File: src/rtl/serial_subtractor.sv
// Bit-serial subtractor: diff = a - b - bin, one bit per clock LSB first,
// through a single full-subtractor cell and a borrow flip-flop.
module serial_subtractor #(
    parameter int WIDTH = 8
) (
    input  logic             i_clk,
    input  logic             i_rst,
    input  logic             i_start,
    input  logic [WIDTH-1:0] i_a,
    input  logic [WIDTH-1:0] i_b,
    input  logic             i_bin,
    output logic             o_busy,
    output logic             o_done,
    output logic [WIDTH-1:0] o_diff,
    output logic             o_bout
);

    localparam int CW = $clog2(WIDTH);

    typedef enum logic [1:0] {
        S_IDLE,
        S_SHIFT,
        S_DONE
    } state_t;

    state_t           r_state;
    logic [WIDTH-1:0] r_a;
    logic [WIDTH-1:0] r_b;
    logic [WIDTH-1:0] r_d;
    logic             r_br;
    logic [CW-1:0]    r_cnt;

    logic             w_d;
    logic             w_bo;
    logic             w_last;

    // Full-subtractor cell on the current LSBs and the stored borrow
    assign w_d    = r_a[0] ^ r_b[0] ^ r_br;
    assign w_bo   = (~r_a[0] & r_b[0]) | (~(r_a[0] ^ r_b[0]) & r_br);
    assign w_last = (r_cnt == CW'(WIDTH - 1));

    always_ff @(posedge i_clk or posedge i_rst) begin
        if (i_rst) begin
            r_state <= S_IDLE;
            r_a     <= '0;
            r_b     <= '0;
            r_d     <= '0;
            r_br    <= 1'b0;
            r_cnt   <= '0;
            o_busy  <= 1'b0;
            o_done  <= 1'b0;
            o_diff  <= '0;
            o_bout  <= 1'b0;
        end else begin
            case (r_state)
                S_IDLE, S_DONE: begin
                    o_done <= 1'b0;
                    if (i_start) begin
                        r_a     <= i_a;
                        r_b     <= i_b;
                        r_br    <= i_bin;
                        r_cnt   <= '0;
                        o_busy  <= 1'b1;
                        r_state <= S_SHIFT;
                    end else begin
                        r_state <= S_IDLE;
                    end
                end
                S_SHIFT: begin
                    r_br <= w_bo;
                    r_a  <= r_a >> 1;
                    r_b  <= r_b >> 1;
                    r_d  <= {w_d, r_d[WIDTH-1:1]};
                    if (w_last) begin
                        o_diff  <= {w_d, r_d[WIDTH-1:1]};
                        o_bout  <= w_bo;
                        o_busy  <= 1'b0;
                        o_done  <= 1'b1;
                        r_state <= S_DONE;
                    end else begin
                        r_cnt <= r_cnt + 1'b1;
                    end
                end
                default: begin
                    o_busy  <= 1'b0;
                    o_done  <= 1'b0;
                    r_state <= S_IDLE;
                end
            endcase
        end
    end

endmodule

File: config.mk
export PLATFORM = sky130hd
export DESIGN_NAME = serial_subtractor
export DESIGN_NICKNAME = d
export VERILOG_FILES = /design/src/rtl/serial_subtractor.sv
export SDC_FILE = /design/constraint.sdc
export NUM_CORES = 1
export LEC_CHECK = 0
export BUFFER_PORTS_ARGS = -buffer_cell sky130_fd_sc_hd__buf_2
export CELL_PAD_IN_SITES_DETAIL_PLACEMENT = 0
export CELL_PAD_IN_SITES_GLOBAL_PLACEMENT = 1
export CORE_ASPECT_RATIO = 0.75
export CORE_MARGIN = 3
export CORE_UTILIZATION = 47
export CTS_BUF_LIST = sky130_fd_sc_hd__clkbuf_8 sky130_fd_sc_hd__clkbuf_16
export DETAILED_ROUTE_END_ITERATION = 8
export PLACE_DENSITY = 0.87
export SLEW_MARGIN = 25
export SYNTH_ARGS = -nofsm -noshare
export SYNTH_HDL_FRONTEND = slang
export SYNTH_SLANG_ARGS = --single-unit
File: constraint.sdc
create_clock -name i_clk -period 4.1 [get_ports i_clk]
set_clock_uncertainty 0.1 [all_clocks]
set_input_delay 0.41 -clock i_clk [delete_from_list [all_inputs] [get_ports i_clk]]
set_output_delay 0.41 -clock i_clk [all_outputs]
set_load 0.02 [all_outputs]
# [Word level (Yosys, flattened, before mapping)]
# Cells that the tools add are included.
# Widths: inputs -> output; s select.
[totals] wordCells=48 regBits=41 in_bits=20 output_inout_bits=11
[classes] muxes=17 reduce_logical=7 n_eq_ne=6 n_bitwise=7 add_sub_neg=1
[ops] operator="$pmux 8 s2" count=2
[ops] operator="$mux 8" count=2
[ops] operator="$mux 1" count=6
[ops] operator="$mux 3" count=2
[ops] operator="$ne 2x2->1 const B" count=3
[ops] operator="$pmux 3 s2" count=1
[ops] operator="$reduce_and 2->1" count=3
[ops] operator="$pmux 1 s2" count=2
[ops] operator="$pmux 2 s2" count=1
[ops] operator="$add 3x1->3 const B" count=1
[ops] operator="$eq 3x3->1 const B" count=1
[ops] operator="$reduce_and 3->1" count=1
[ops] operator="$and 1x1->1" count=2
[ops] operator="$eq 2x1->1 const B" count=1
[ops] operator="$eq 2x2->1 const B" count=1
[ops] operator="$logic_not 2->1" count=1
[ops] operator="$mux 2" count=1
[ops] operator="$not 1->1" count=2
[ops] operator="$reduce_bool 2->1" count=1
[ops] operator="$reduce_or 2->1" count=1
[ops] operator="$xor 1x1->1" count=2
[ops] operator="$or 1x1->1" count=1

# [Longest topological paths before layout]
# Gate-level depths: netlist (run 1).
[depth] word_depth=5 depth_mapped=6 ltp_nobuf=5

# [Worst setup path after synthesis (run 1)]
# OpenSTA, ideal clock, no wires.
[synth_timing] path_kind="reg-to-reg" start="register r_cnt[0]" end="register o_diff[0]" path_slack_ps=2519 period_less_slack_ps=1581 required_ps=3875 arrival_ps=1356 stages_incl_launch_ff=6 setup_time_ps=125 path_buffers=1 cell_sequence="dfrtp_1 > ha_1 > ha_1 > nand3b_2 > buf_4 > mux2_2"
[synth_via] elab_chain_len=2
[synth_rtl] item="start, declared" line_no="31" text="logic [CW-1:0] r_cnt;"
[synth_rtl] item="start signal, assigned" line_no="81" text="r_cnt <= r_cnt + 1'b1;"
[synth_rtl] item="$eq 3x3->1" line_no="40" text="assign w_last = (r_cnt == CW'(WIDTH - 1));"
[synth_rtl] item="$reduce_and 2->1 (no line)"
[synth_rtl] item="end signal, assigned" line_no="75" text="o_diff <= {w_d, r_d[WIDTH-1:1]};"
[synth_rtl] item="end, declared" line_no="14" text="output logic [WIDTH-1:0] o_diff,"
# Every way passes these cells.
# A chain may end at the register's enable or synchronous reset.

# [Final worst setup path (run 1)]
[layout_timing] start="register r_state[0]" end="register r_d[6]"
[layout_via] elab_chain_len=1
[layout_rtl] item="start, declared" line_no="26" text="state_t r_state;"
[layout_rtl] item="start signal, assigned" line_no="44" text="r_state <= S_IDLE;"
[layout_rtl] item="start signal, assigned" line_no="64" text="r_state <= S_SHIFT;"
[layout_rtl] item="start signal, assigned" line_no="66" text="r_state <= S_IDLE;"
[layout_rtl] item="$eq 2x1->1" line_no="55" text="case (r_state)"
[layout_rtl] item="end signal, assigned" line_no="73" text="r_d <= {w_d, r_d[WIDTH-1:1]};"
[layout_rtl] item="end, declared" line_no="29" text="logic [WIDTH-1:0] r_d;"
# Every way passes these cells.

==> results of run 1 <==
-- cell type report --
cell class	instances	area share, %
sequential	40	51.0
multi-input combinational	75	29.8
timing repair buffer	31	8.03
clock buffer	6	4.20
inverter	18	3.44
tap	50	3.18
clock inverter	2	0.382
-- synth_stat cells, types with 2 or more instances --
library cell,count
a21oi_2,10
nor2_1,4
mux2_2,10
buf_2,2
mux2_4,4
buf_6,4
nand3_1,4
dfrtp_1,40
nand2b_1,2
a21oi_1,5
a22o_1,2
nand2_1,6
buf_4,2
inv_1,18
o22ai_1,15
o21ai_0,2
ha_1,2
-- worst max-delay path, delay by kind of cell, from the launching register on --
| kind | cells | cell delay (ns) |
|---|---|---|
| flip-flops | 1 | 0.50 |
| multiplexers | 1 | 0.42 |
| AND/OR/NAND/NOR | 1 | 0.76 |
-- logic make-up (layout without fill, tap and decap cells) --
family,Yosys count,count (layout),share of synthesized area [%]
buffers and inverters,27,57,9.04
and+or+nand+nor,20,20,5.88
AOI/OAI and AO/OA,37,37,14.6
muxes,15,15,10.5
adders and majority gates,3,3,2.58
DFF,40,40,57.4
-- power groups by stage --
stage / clock network, mW / registers, mW / logic [mW]
3_5_place_dp: 0 / 0.705 / 0.656
4_1_cts: 0.267 / 0.698 / 0.663
5_1_grt: 0.282 / 0.722 / 0.729
6_report: 0.260 / 0.695 / 0.651
2_1_floorplan: 0 / 0.730 / 0.510
3_3_place_gp: 0 / 0.691 / 0.632
-- registers in the layout (all words and copies together), names as in the netlist --
name and flops:
r_d 7, o_bout 1, o_diff 8, r_cnt 3, r_state 2, o_busy 1
r_a 8, r_b 8, r_br 1, o_done 1
-- metrics by stage --
step | worst slack [ns] | instances | cell area, µm²
floorplan | 2.52 | 142 | 1740
global placement | 2.29 | 214 | 1870
detailed placement | 2.19 | 214 | 1870
CTS | 2.17 | 222 | 1960
global route | 2.03 | 222 | 1960
finish | 2.20 | 222 | 1960
-- metal layers --
layer  up-vias  track usage, %  share of wire [%]
met5         -               0                  0
met4         0            6.46               0.91
met3         2            5.96                4.1
met2        17            27.3                 50
met1       540            20.2                 45
li1        540               -                  -
-- worst max-delay path by stage --
stage / start / depth (start not counted) / slack [ns] / to
2_1_floorplan: r_cnt[0]$_DFFE_PP0P_ / 5 / 2.52 / o_diff[0]$_DFFE_PP0P_
3_3_place_gp: r_state[0]$_DFFE_PP0P_ / 2 / 2.29 / r_d[5]$_DFFE_PP0N_
3_5_place_dp: r_state[0]$_DFFE_PP0P_ / 2 / 2.19 / r_d[4]$_DFFE_PP0N_
4_1_cts: r_state[0]$_DFFE_PP0P_ / 2 / 2.17 / r_d[6]$_DFFE_PP0N_
5_1_grt: r_state[0]$_DFFE_PP0P_ / 3 / 2.03 / r_b[3]$_DFFE_PP0P_
6_report: r_state[0]$_DFFE_PP0P_ / 2 / 2.20 / r_d[6]$_DFFE_PP0N_
==> impl_metrics.env, run 1 <==
export IMPL_cts_max_level=2
export IMPL_dieArea_um2=4490
export IMPL_drv_slew=0
export IMPL_ys_top_cells_by_area="dfrtp_1 57%, mux2_2 6.5%, o22ai_1 5.4%"
export IMPL_fp_coreArea_um2=3420
export IMPL_power_frac_seq_pct=43.3
export IMPL_vias_per_cell=4.95
export IMPL_synth_area_leader_cell="dfrtp_1"
export IMPL_crit_reg2reg_launch="r_state[0]$_DFFE_PP0P_"
export IMPL_grt_pass1_vias=1220
export IMPL_r2r_slack_ns=2.20
export IMPL_outcome="complete, no violations"
export IMPL_rows=18
export IMPL_antenna_cells=0
export IMPL_swShare_pct=36.8
export IMPL_wire_per_inst_um=14.4
export IMPL_fill_cells=310
export IMPL_setup_viol=0
export IMPL_ys_seq_elements=40
export IMPL_synthCells=142
export IMPL_worst_setup_path_end_kind="register"
export IMPL_multi_input_area_um2=586
export IMPL_holdWs_ns=0.128
export IMPL_ant_nets=0
export IMPL_p_comb_share_pct=40.5
export IMPL_port_buffer_count=30
export IMPL_synth_distinct_cells=27
export IMPL_fp_dieH_um=58.8
export IMPL_regToRegEndpoint="r_d[6]$_DFFE_PP0N_"
export IMPL_drive_gt1_share_pct=36.6
export IMPL_synth_top_cell_area_share_pct=57.4
export IMPL_initial_core_util_pct=51.0
export IMPL_clk_pin_slew_ns=0.07
export IMPL_min_path_type="primary input to async pin"
export IMPL_ios=31
export IMPL_fin_crit_sh_pct=46.4
export IMPL_ctsHoldBuffers=0
export IMPL_power_leakage_nw=0.990
export IMPL_grt_ovfl_total=0
export IMPL_slowest_stage="nand2b_1"
export IMPL_final_cell_mix="40 x dfrtp_1, 30 x buf_2, 20 x inv_1, 15 x o22ai_1"
export IMPL_critPathLaunchType="register"
export IMPL_vias=1099
export IMPL_crit_chain="nand2b_1 -> mux2_2"
export IMPL_cts_tree="yes"
export IMPL_regArea_um2=1000
export IMPL_clk_path_buf_depth=2
export IMPL_tns_ns=0
export IMPL_syn_avg_cell_area_um2=12.3
export IMPL_cts_sinks=40
export IMPL_post_cts_setup_buffer_count=0
export IMPL_final_hold_viol_count=0
export IMPL_cpPeakStageDelay_ns=0.76
export IMPL_grt_max_degree=41
export IMPL_synth_edf_count=0
export IMPL_power_switching_mw=0.591
export IMPL_gp_congestion=0.765
export IMPL_root_buffer="clkbuf_8"
export IMPL_fin_util_pct=57.4
export IMPL_slew_headroom_pct=33.4
export IMPL_die_x_um=76.3
export IMPL_power_ir_vdd_worst_v=0.000366
export IMPL_synth_nets=165
export IMPL_gr_usage_all_layers_pct=16.5
export IMPL_antenna_found_initial=0
export IMPL_worstMarginPinSlew_ns=0.999
export IMPL_wirelength_um=3200
export IMPL_initialDrtViolationCount=63
export IMPL_fmax_mhz=526
export IMPL_crit_required_ns=4.17
export IMPL_critPathMaxFanout=23
export IMPL_power_density_nw_per_um2=817
export IMPL_nNetsFinal=194
export IMPL_drcViolationCount=0
export IMPL_worstSetupPathType="register to register"
export IMPL_finalPower_mw=1.61
export IMPL_layout_min_cycle_time_ns=1.90
export IMPL_grt_pass1_wl_um=5690
export IMPL_max_cap_violations=0
export IMPL_intPower_mw=1.01
export IMPL_async_flop_share_pct=100
export IMPL_netlist_area_um2=1740
export IMPL_clkPwrFrac_pct=16.2
export IMPL_reg2reg_depth=2
export IMPL_final_common_cell="dfrtp_1"
export IMPL_dp_hpwl_um=2260
export IMPL_yosysWarningCount=0
export IMPL_cts_made_buffers=5
export IMPL_ctsResizeCount=0
export IMPL_rsz0062_at_grt="false"
export IMPL_worst_ep_arrival_time_ns=1.98
export IMPL_syn_to_final_growth_pct=12.6
export IMPL_clk_latency_ns=0.28
export IMPL_synth_main_ff_cell="dfrtp_1"
export IMPL_dr_pass1_iters=4
export IMPL_seq_area_frac_synth_pct=57.4
No activity file was read; power rests on OpenSTA's default activity.
==> inputs of run 2 (changes only) <==
ABC_AREA = 1   (was unset)
CORE_UTILIZATION = 37   (was 47)
PLACE_DENSITY = 0.78   (was 0.87)
clock period = 1.65 ns   (was 4.1 ns; I/O delays follow)
==> impl_metrics.env, run 2 <==
export IMPL_grt_pass1_wl_um=6350
export IMPL_synthTopCellsByCount="73 x nand2_1, 44 x inv_1, 40 x dfrtp_1"
export IMPL_holdWs_ns=0.0131
export IMPL_outcome="complete, no violations"
export IMPL_drv_slew=0
export IMPL_critPathMaxFanout=5
export IMPL_path_delay_family="adder cells"
export IMPL_clk_latency_ns=0.29
export IMPL_netlist_area_um2=1940
export IMPL_top_regs="o_diff (8), r_a (8), r_b (8)"
export IMPL_nNetsFinal=291
export IMPL_finalPower_mw=4.34
export IMPL_setup_viol=0
export IMPL_critPathLaunchType="register"
export IMPL_cpPeakStageDelay_ns=0.40
export IMPL_cts_max_level=2
export IMPL_crit_required_ns=1.73
export IMPL_fmax_mhz=656
export IMPL_dieArea_um2=6160
export IMPL_ys_seq_elements=40
export IMPL_drive_gt1_share_pct=22.3
export IMPL_power_density_nw_per_um2=1910
export IMPL_grt_pass1_vias=1442
export IMPL_cts_made_buffers=5
export IMPL_wirelength_um=3580
export IMPL_synth_nets=255
export IMPL_power_leakage_nw=1.29
export IMPL_tns_ns=0
export IMPL_final_cell_mix="73 x nand2_1, 44 x inv_1, 40 x dfrtp_1, 33 x nand3_1, 30 x buf_2"
export IMPL_wire_per_inst_um=10.5
export IMPL_crit_buf_inv=1
export IMPL_initialDrtViolationCount=61
export IMPL_antenna_found_initial=0
export IMPL_crit_chain="ha_1 -> ha_1 -> inv_1 -> nand3_1 -> nand3_1 -> nand2_1"
export IMPL_synth_distinct_cells=19
export IMPL_cts_sinks=40
export IMPL_grt_ovfl_total=0
export IMPL_drcViolationCount=0
export IMPL_synth_top_cell_area_share_pct=51.5
export IMPL_clk_pin_slew_ns=0.08
export IMPL_die_x_um=89.7
export IMPL_fp_coreArea_um2=4980
export IMPL_final_common_cell="nand2_1"
export IMPL_vias_per_cell=4.34
export IMPL_gr_usage_all_layers_pct=13.5
export IMPL_cts_tree="yes"
export IMPL_synth_main_ff_cell="dfrtp_1"
export IMPL_dp_hpwl_um=2430
export IMPL_synth_most_common_cell="nand2_1"
export IMPL_dr_pass1_iters=4
export IMPL_rsz0062_at_grt="false"
export IMPL_final_hold_viol_count=0
export IMPL_ys_top_cells_by_area="dfrtp_1 52%, nand2_1 14%, inv_1 8.5%"
export IMPL_min_path_type="primary input to register"
export IMPL_fp_dieH_um=68.7
export IMPL_max_cap_violations=0
export IMPL_grt_max_degree=41
export IMPL_seq_area_frac_synth_pct=51.5
export IMPL_slew_headroom_pct=65.6
export IMPL_synthCells=232
export IMPL_synth_edf_count=0
export IMPL_layout_min_cycle_time_ns=1.53
export IMPL_yosysWarningCount=0
export IMPL_syn_avg_cell_area_um2=8.37
export IMPL_antenna_cells=0
export IMPL_ant_nets=0
export IMPL_ios=31
export IMPL_async_flop_share_pct=100
export IMPL_slowest_stage="dfrtp_1"
export IMPL_worstSetupPathType="register to register"
export IMPL_rows=22
export IMPL_worst_setup_path_end_kind="register"
export IMPL_worstMarginPinSlew_ns=0.515
export IMPL_synth_area_leader_cell="dfrtp_1"
export IMPL_post_cts_setup_buffer_count=0
export IMPL_power_ir_vdd_worst_v=0.000804
export IMPL_vias=1481
export IMPL_gp_congestion=0.743
export IMPL_fin_crit_sh_pct=92.4
export IMPL_port_buffer_count=30
export IMPL_root_buffer="clkbuf_8"
export IMPL_clk_path_buf_depth=2
export IMPL_worst_ep_arrival_time_ns=1.61
export IMPL_ctsResizeCount=0
export IMPL_initial_core_util_pct=39.0
export IMPL_syn_to_final_growth_pct=17.1
-- run 2: cell count changes in the layout (fill, tap and decap cells not counted), sizes merged, moves of 15 or more --
cell   previous run  this run
nand2             6        77
nand3             4        33
inv              20        47
a21oi            15         0
mux2             15         0
o22ai            15         0
-- run 2: area by class of cell --
| class | instances | area [µm²] |
|---|---|---|
| Multi-Input combinational cell | 136 | 677 |
| Inverter | 47 | 181 |
| Tap cell | 72 | 90.1 |
| Clock inverter | 2 | 15.0 |
| Timing Repair Buffer | 38 | 228 |
| Fill cell | 513 | 2710 |
| Clock buffer | 6 | 82.6 |
| Sequential cell | 40 | 1000 |
-- run 2: through the flow --
stage          cell area (µm²)  setup WS, ns  instances  util (%)
2_1_floorplan             1940         0.288        232         -
3_3_place_gp              2160         0.213        331      43.3
3_5_place_dp              2160         0.153        331      43.3
4_1_cts                   2270         0.134        341      45.7
5_1_grt                   2270        0.0221        341      45.7
6_report                  2270         0.125        341      45.7
-- run 2: cell families after synthesis --
group | share of synthesized area (%)
buffers and inverters | 13.6
adders and majority gates | 2.32
and+or+nand+nor | 26.6
AOI/OAI and AO/OA | 5.93
DFF | 51.5
-- run 2: report_power, final --
group | switching [mW] | total, mW | internal (mW)
Combinational | 1.24 | 1.98 | 0.737
Sequential | 0.241 | 1.69 | 1.45
Clock | 0.341 | 0.679 | 0.338
-- run 2: layer usage --
layer  wire length (µm)  part of all wire, %  track usage, %
met1               1810                   51            17.9
met2               1550                   43            21.4
met3                175                  4.9            3.68
met4                 46                  1.3            4.65
met5                  0                    0               0
-- run 2: tightest hold or removal path, delay by kind of cell --
kind / cells / cell delay (ns)
and+or+nand+nor: 1 / 0.06
AOI/OAI and AO/OA: 1 / 0.06
buffers and inverters: 1 / 0.08
-- run 2: timing repair --
| item | 4_1_cts | 5_1_grt |
|---|---|---|
| setup endpoints to repair | 0 | 0 |
| hold buffers | 2 | 0 |
| hold endpoints to repair | 41 | 0 |
-- run 2: worst paths after layout --
check / from / to / slack (ns) / cells past startpoint
setup / recovery: r_cnt[0]$_DFFE_PP0P_ / r_cnt[0]$_DFFE_PP0P_ / 0.12 / 6
hold / removal: i_b[7] / r_b[7]$_DFFE_PP0P_ / 0.01 / 3
setup reg to reg: r_cnt[0]$_DFFE_PP0P_ / r_cnt[0]$_DFFE_PP0P_ / 0.12 / 6
hold reg to reg: r_b[4]$_DFFE_PP0P_ / r_b[4]$_DFFE_PP0P_ / 0.38 / 2
max in group asynchronous: i_rst / r_a[2]$_DFFE_PP0P_ / 0.65 / 4
min in group asynchronous: i_rst / r_d[5]$_DFFE_PP0N_ / 0.44 / 4
